<file path="src/rtl/conv2_window_ctrl.sv">
// conv2_window_ctrl: sequences the pool1 pixel stream into the 5x5 window
// line buffers, flags legal window positions to the conv-sum engine and
// presents each result with its output row/column tag and a frame-done pulse.
module conv2_window_ctrl #(
    parameter int unsigned WIDTH       = 12,
    parameter int unsigned HEIGHT      = 12,
    parameter int unsigned FILTER_SIZE = 5,
    parameter int unsigned CALC_LAT    = 1,
    localparam int unsigned OUT_H      = HEIGHT - FILTER_SIZE + 1,
    localparam int unsigned OUT_W      = WIDTH - FILTER_SIZE + 1,
    localparam int unsigned ROW_W      = (OUT_H > 1) ? $clog2(OUT_H) : 1,
    localparam int unsigned COL_W      = (OUT_W > 1) ? $clog2(OUT_W) : 1
) (
    input  logic             clk,
    input  logic             rst_n,
    input  logic             start,
    input  logic             in_valid,
    output logic             in_ready,
    output logic             buf_shift_en,
    output logic             win_valid,
    output logic             out_valid,
    input  logic             out_ready,
    output logic [ROW_W-1:0] out_row,
    output logic [COL_W-1:0] out_col,
    output logic             busy,
    output logic             frame_done
);

    localparam int unsigned R_W = (HEIGHT > 1) ? $clog2(HEIGHT) : 1;
    localparam int unsigned C_W = (WIDTH > 1) ? $clog2(WIDTH) : 1;

    typedef enum logic [1:0] {
        IDLE  = 2'd0,
        RUN   = 2'd1,
        DRAIN = 2'd2,
        DONE  = 2'd3
    } state_t;

    state_t           state_q, state_d;
    logic [R_W-1:0]   row_q, row_d;
    logic [C_W-1:0]   col_q, col_d;
    logic             pv_q [CALC_LAT];
    logic [ROW_W-1:0] pr_q [CALC_LAT];
    logic [COL_W-1:0] pc_q [CALC_LAT];
    logic             out_valid_q;
    logic [ROW_W-1:0] out_row_q;
    logic [COL_W-1:0] out_col_q;

    logic adv_c;
    logic stage_busy_c;
    logic pipe_any_c;
    logic hs_c;
    logic win_hit_c;
    logic last_px_c;

    // Handshake, pipeline occupancy and window legality decode
    always_comb begin
        adv_c        = !out_valid_q || out_ready;
        stage_busy_c = 1'b0;
        pipe_any_c   = 1'b0;
        for (int k = 0; k < int'(CALC_LAT); k++) begin
            pipe_any_c = pipe_any_c | pv_q[k];
            if (k < int'(CALC_LAT) - 1) begin
                stage_busy_c = stage_busy_c | pv_q[k];
            end
        end
        in_ready     = (state_q == RUN) && !stage_busy_c && adv_c;
        hs_c         = in_valid && in_ready;
        buf_shift_en = hs_c;
        win_hit_c    = hs_c && (row_q >= R_W'(FILTER_SIZE - 1))
                            && (col_q >= C_W'(FILTER_SIZE - 1));
        last_px_c    = (row_q == R_W'(HEIGHT - 1)) && (col_q == C_W'(WIDTH - 1));
    end

    // Next-state and raster counter update
    always_comb begin
        state_d = state_q;
        row_d   = row_q;
        col_d   = col_q;
        unique case (state_q)
            IDLE: begin
                if (start) begin
                    state_d = RUN;
                    row_d   = '0;
                    col_d   = '0;
                end
            end
            RUN: begin
                if (hs_c) begin
                    if (col_q == C_W'(WIDTH - 1)) begin
                        col_d = '0;
                        row_d = last_px_c ? '0 : row_q + R_W'(1);
                    end else begin
                        col_d = col_q + C_W'(1);
                    end
                    if (last_px_c) begin
                        state_d = DRAIN;
                    end
                end
            end
            DRAIN: begin
                if (!pipe_any_c && adv_c) begin
                    state_d = DONE;
                end
            end
            DONE: begin
                state_d = IDLE;
            end
            default: begin
                state_d = IDLE;
            end
        endcase
    end

    // State and counter registers
    always_ff @(posedge clk) begin
        if (!rst_n) begin
            state_q <= IDLE;
            row_q   <= '0;
            col_q   <= '0;
        end else begin
            state_q <= state_d;
            row_q   <= row_d;
            col_q   <= col_d;
        end
    end

    // Window/result pipeline; the whole chain freezes while the output is held
    always_ff @(posedge clk) begin
        if (!rst_n) begin
            for (int k = 0; k < int'(CALC_LAT); k++) begin
                pv_q[k] <= 1'b0;
                pr_q[k] <= '0;
                pc_q[k] <= '0;
            end
            out_valid_q <= 1'b0;
            out_row_q   <= '0;
            out_col_q   <= '0;
        end else if (adv_c) begin
            pv_q[0] <= win_hit_c;
            pr_q[0] <= ROW_W'(row_q - R_W'(FILTER_SIZE - 1));
            pc_q[0] <= COL_W'(col_q - C_W'(FILTER_SIZE - 1));
            for (int k = 1; k < int'(CALC_LAT); k++) begin
                pv_q[k] <= pv_q[k-1];
                pr_q[k] <= pr_q[k-1];
                pc_q[k] <= pc_q[k-1];
            end
            out_valid_q <= pv_q[CALC_LAT-1];
            if (pv_q[CALC_LAT-1]) begin
                out_row_q <= pr_q[CALC_LAT-1];
                out_col_q <= pc_q[CALC_LAT-1];
            end
        end
    end

    assign win_valid  = pv_q[0];
    assign out_valid  = out_valid_q;
    assign out_row    = out_row_q;
    assign out_col    = out_col_q;
    assign busy       = (state_q != IDLE);
    assign frame_done = (state_q == DONE);

endmodule

</file>
<file path="config.mk">
export PLATFORM = sky130hd
export DESIGN_NAME = conv2_window_ctrl
export DESIGN_NICKNAME = d
export VERILOG_FILES = /design/src/rtl/conv2_window_ctrl.sv
export SDC_FILE = /design/constraint.sdc
export NUM_CORES = 1
export LEC_CHECK = 0
export CAP_MARGIN = 15
export CORE_MARGIN = 2
export CORE_UTILIZATION = 53
export DETAILED_ROUTE_END_ITERATION = 10
export PLACE_DENSITY_LB_ADDON = 0.2
export SLEW_MARGIN = 0
export SYNTH_ARGS = -nofsm -noshare
export SYNTH_HDL_FRONTEND = slang
export SYNTH_SLANG_ARGS = --single-unit
</file>
<file path="constraint.sdc">
create_clock -name clk -period 2 [get_ports clk]
set_clock_uncertainty 0.1 [all_clocks]
set_input_delay 0.3 -clock clk [delete_from_list [all_inputs] [get_ports clk]]
set_output_delay 0.3 -clock clk [all_outputs]
set_load 0.02 [all_outputs]
</file>
==> key figures <==
Outcome
  – Outcome: finished, final reports clean

Clock tree
  – H-tree depth: 1
  – CTS tree: yes
  – # hold bufs at CTS: 0
  – Worst-Skew Late Latency: a little over 0.3 ns
  – Clock buffer depth: 2
  – Clock Sinks: 24
  – CTS root buffer: clkbuf_4
  – Num CTS Buffers: 3
  – Clk pin slew, worst setup/hold paths: 0.13 ns

Synth
  – Post-synth top area cell: dfxtp_1
  – Cells after synthesis: about 130
  – Seq/Total Area, Yosys: 0.4458
  – Synth unique cells: 35
  – Post-Synth Simple-Gate Area: 0.2533
  – Yosys reg bits: 24
  – Most common cell in the synthesized netlist: nand2_1
  – Top cells by area, synth: dfxtp_1 28%, edfxtp_1 17%, ha_1 7.1%
  – Post-synthesis xor/xnor area fraction: 0.007092
  – Yosys top cell area share: 0.2756
  – Most frequent cells after synthesis: 21 x nand2_1, 17 x dfxtp_1, 9 x nand3_1
  – Mean post-synth cell area: 9.648 µm²
  – Syn Nets: 140
  – Post-synthesis mux area share: 0.03242
  – Post-synth EDFFs: 7
  – Yosys Warn Count: 0
  – Asr flop ratio synth: 0
  – Largest family of logic cells by synthesized area: simple AND/OR/NAND/NOR gates
  – Post-Synth Adder-Cell Area: 0.07092
  – Mapped cell area: 1235 µm²
  – Compound-Gate Fraction of Synth Area: 0.1418
  – Main synth FF type: dfxtp_1

Worst hold path
  – Hold/Removal Path Class: reg -> reg
  – HP Start: out_row[1]
  – Hold Path End: out_row[1]
  – Worst hold stages: 2

Detailed routing
  – DRC violations left: 0
  – TritonRoute pass-1 iters: 4
  – Starting DRC count in detailed routing: 40
  – Post-route ant nets: 0
  – Routed vias: just over 1000
  – Via density: 5.665
  – Wirelength per Cell: 13.59 µm
  – Total wire length: around 2400 µm

Cells and area
  – Antenna cells: 0
  – Synth-to-layout area growth: 22.49%
  – Layout cell share with drive strength beyond 1: 0.1325
  – Final Util: 0.6838
  – Design Area, Final: 1513 µm²
  – Final Net Count: 164

Critical path
  – Setup CP Type: reg -> out
  – Critical R2R Launch: state_q[1]
  – CP delay by family, top: buffers and inverters
  – Crit path largest cell delay: 0.67 ns
  – Arrival time at the worst endpoint: 1.54 ns
  – Worst path bufs/invs: 1
  – Maximum fanout along the worst path: 10
  – R2r endpoint: state_q[0]
  – Crit start category: flip-flop
  – Critical Path RT: 1.60 ns
  – Slowest cell on crit path: clkdlybuf4s50_1
  – R2r setup slk: between 0.1 and 0.15 ns
  – Worst-case reg-to-reg path depth: 7
  – Critical path cell sequence: clkdlybuf4s50_1
  – CP endpoint kind: output port

Flow run
  – Max-cap violations: 0

Pwr
  – Clk network pwr share: 0.250
  – Comb power frac: 0.347
  – Maximum VDD drop: 0.0006836 V
  – Net Sw Power: around 0.45 mW
  – Leak: 0.6227 nW
  – Seq pwr share: 0.404
  – Cell Int Power: 0.9497 mW
  – Switching Fraction: 0.3235
  – Power per Cell Area: 928.1 nW/µm²

GRT
  – GR Overflow Total: 0
  – Largest net degree at the start of global routing: 15
  – Vias in the first global route: approximately 900
  – First-pass GRT wire length: 4064 µm
  – GRT Util Overall: 0.2037
  – Initial antenna violation count: 0

Placed design
  – GP Congestion: approximately 0.90
  – Port bufs: 16
  – Placed inst area: 1464 µm²
  – Post-DP HPWL: 1913 µm

STA
  – Fmax: roughly 0.52 GHz
  – Final hold violation count: 0
  – Slew HR: 0.7154
  – Slew Limit Fails: 0
  – Unrepaired setup endpoints after global routing: no
  – Tcrit/Tclk final: 0.9701
  – Fin crit period: 1.940 ns
  – Setup violations, final: 0
  – Worst-Margin Slew: 0.4265 ns
  – Hold Worst Slack: 0.3704 ns

Floorplanning
  – Row cnt: 17
  – Die width: 52.27 µm
  – Top Ports: 17
  – Core Box Area: roughly 2200 µm²
  – Die ar.: between 2000 and 3000 µm²
  – DIE HEIGHT: 52.27 µm
  – Initial Util: 0.5583
-- layer usage --
| metal | vias up | wire [µm] | share of wire | track usage |
|---|---|---|---|---|
| li1 | 505 | - | - | - |
| met1 | 475 | 1029 | 0.42 | 0.2292 |
| met2 | 30 | 1261 | 0.52 | 0.3671 |
| met3 | 4 | 105 | 0.043 | 0.04000 |
| met4 | 0 | 37 | 0.015 | 0.09402 |
| met5 | - | 0 | 0 | 0 |
-- registers in the layout, summed over array words and instances, names as in the netlist --
name and count:
state_q 2, out_valid 1, pv_q 1, row_q 4, col_q 4, out_row 3
out_col 3, pc_q 3, pr_q 3
-- repair_timing --
item                                    in CTS  in global routing
resized for setup                            6                  2
setup buffers                                0                  0
endpoints found under the setup margin       3                  2
-- area by class of cell --
class | count | area (µm²)
timing repair buffer | 25 | 220.2
clock inverter | 1 | 30.03
sequential | 24 | 551.8
multi-input combinational | 91 | 626.9
tap | 28 | 35.03
inverter | 7 | 26.28
fill | 189 | 699.4
clock buffer | 3 | 22.52
-- per-stage QoR --
stage | setup slack [ns] | power, mW | TNS, ns | cells
after floorplan | 0.2063 | 0.9132 | 0 | 128
after global placement | -0.1405 | 1.070 | -0.2806 | 175
after detailed placement | -0.1796 | 1.080 | -0.4103 | 175
after CTS | 0.01130 | 1.418 | 0 | 179
after global routing | 0.01107 | 1.481 | 0 | 179
final | 0.05988 | 1.404 | 0 | 179
-- kinds of logic (layout without fill, tap and decap cells) --
family | Yosys count | after routing
multiplexers | 4 | 4
XOR/XNOR | 1 | 1
AND/OR/NAND/NOR | 57 | 57
AO/OA/AOI/OAI | 22 | 22
buffers and inverters | 13 | 36
flip-flops | 24 | 24
adder cells (fa/ha/maj) | 7 | 7
-- placed cells by master (no fill, tap or decap), types with 2 or more instances in the layout --
cell type / synthesis / routed
a21boi_0: 6 / 6
a31oi_1: 2 / 2
a32o_1: 2 / 2
and3_1: 5 / 5
buf_4: 1 / 9
clkbuf_4: 0 / 3
clkdlybuf4s50_1: 0 / 13
dfxtp_1: 17 / 16
dlygate4sd2_1: 0 / 2
edfxtp_1: 7 / 7
ha_1: 7 / 6
inv_1: 7 / 7
mux2i_1: 4 / 4
nand2_1: 21 / 21
nand2b_1: 4 / 4
nand3_1: 9 / 9
nand3b_1: 2 / 2
nor2_1: 6 / 6
nor2b_1: 2 / 2
nor4_1: 2 / 2
o21a_1: 2 / 2
o21ai_0: 2 / 2
o2bb2ai_1: 2 / 2
-- how the worst max path moves through the flow --
stage,startpoint,endpoint,slack (ns),cells after the start
finish,pv_q[0],win_valid,0.06,1
floorplan,state_q[1],state_q[0],0.21,7
CTS,state_q[1],buf_shift_en,0.01,7
global placement,out_ready,buf_shift_en,-0.14,6
detailed placement,out_ready,buf_shift_en,-0.18,6
global route,state_q[1],buf_shift_en,0.01,7
-- power by group through the flow --
stage	combinational [mW]	sequential [mW]	clock, mW
3_5_place_dp	0.504	0.576	0
3_3_place_gp	0.497	0.573	0
4_1_cts	0.491	0.566	0.362
6_report	0.487	0.567	0.351
5_1_grt	0.538	0.570	0.373
2_1_floorplan	0.344	0.570	0
(Power assumes the default switching activity.)
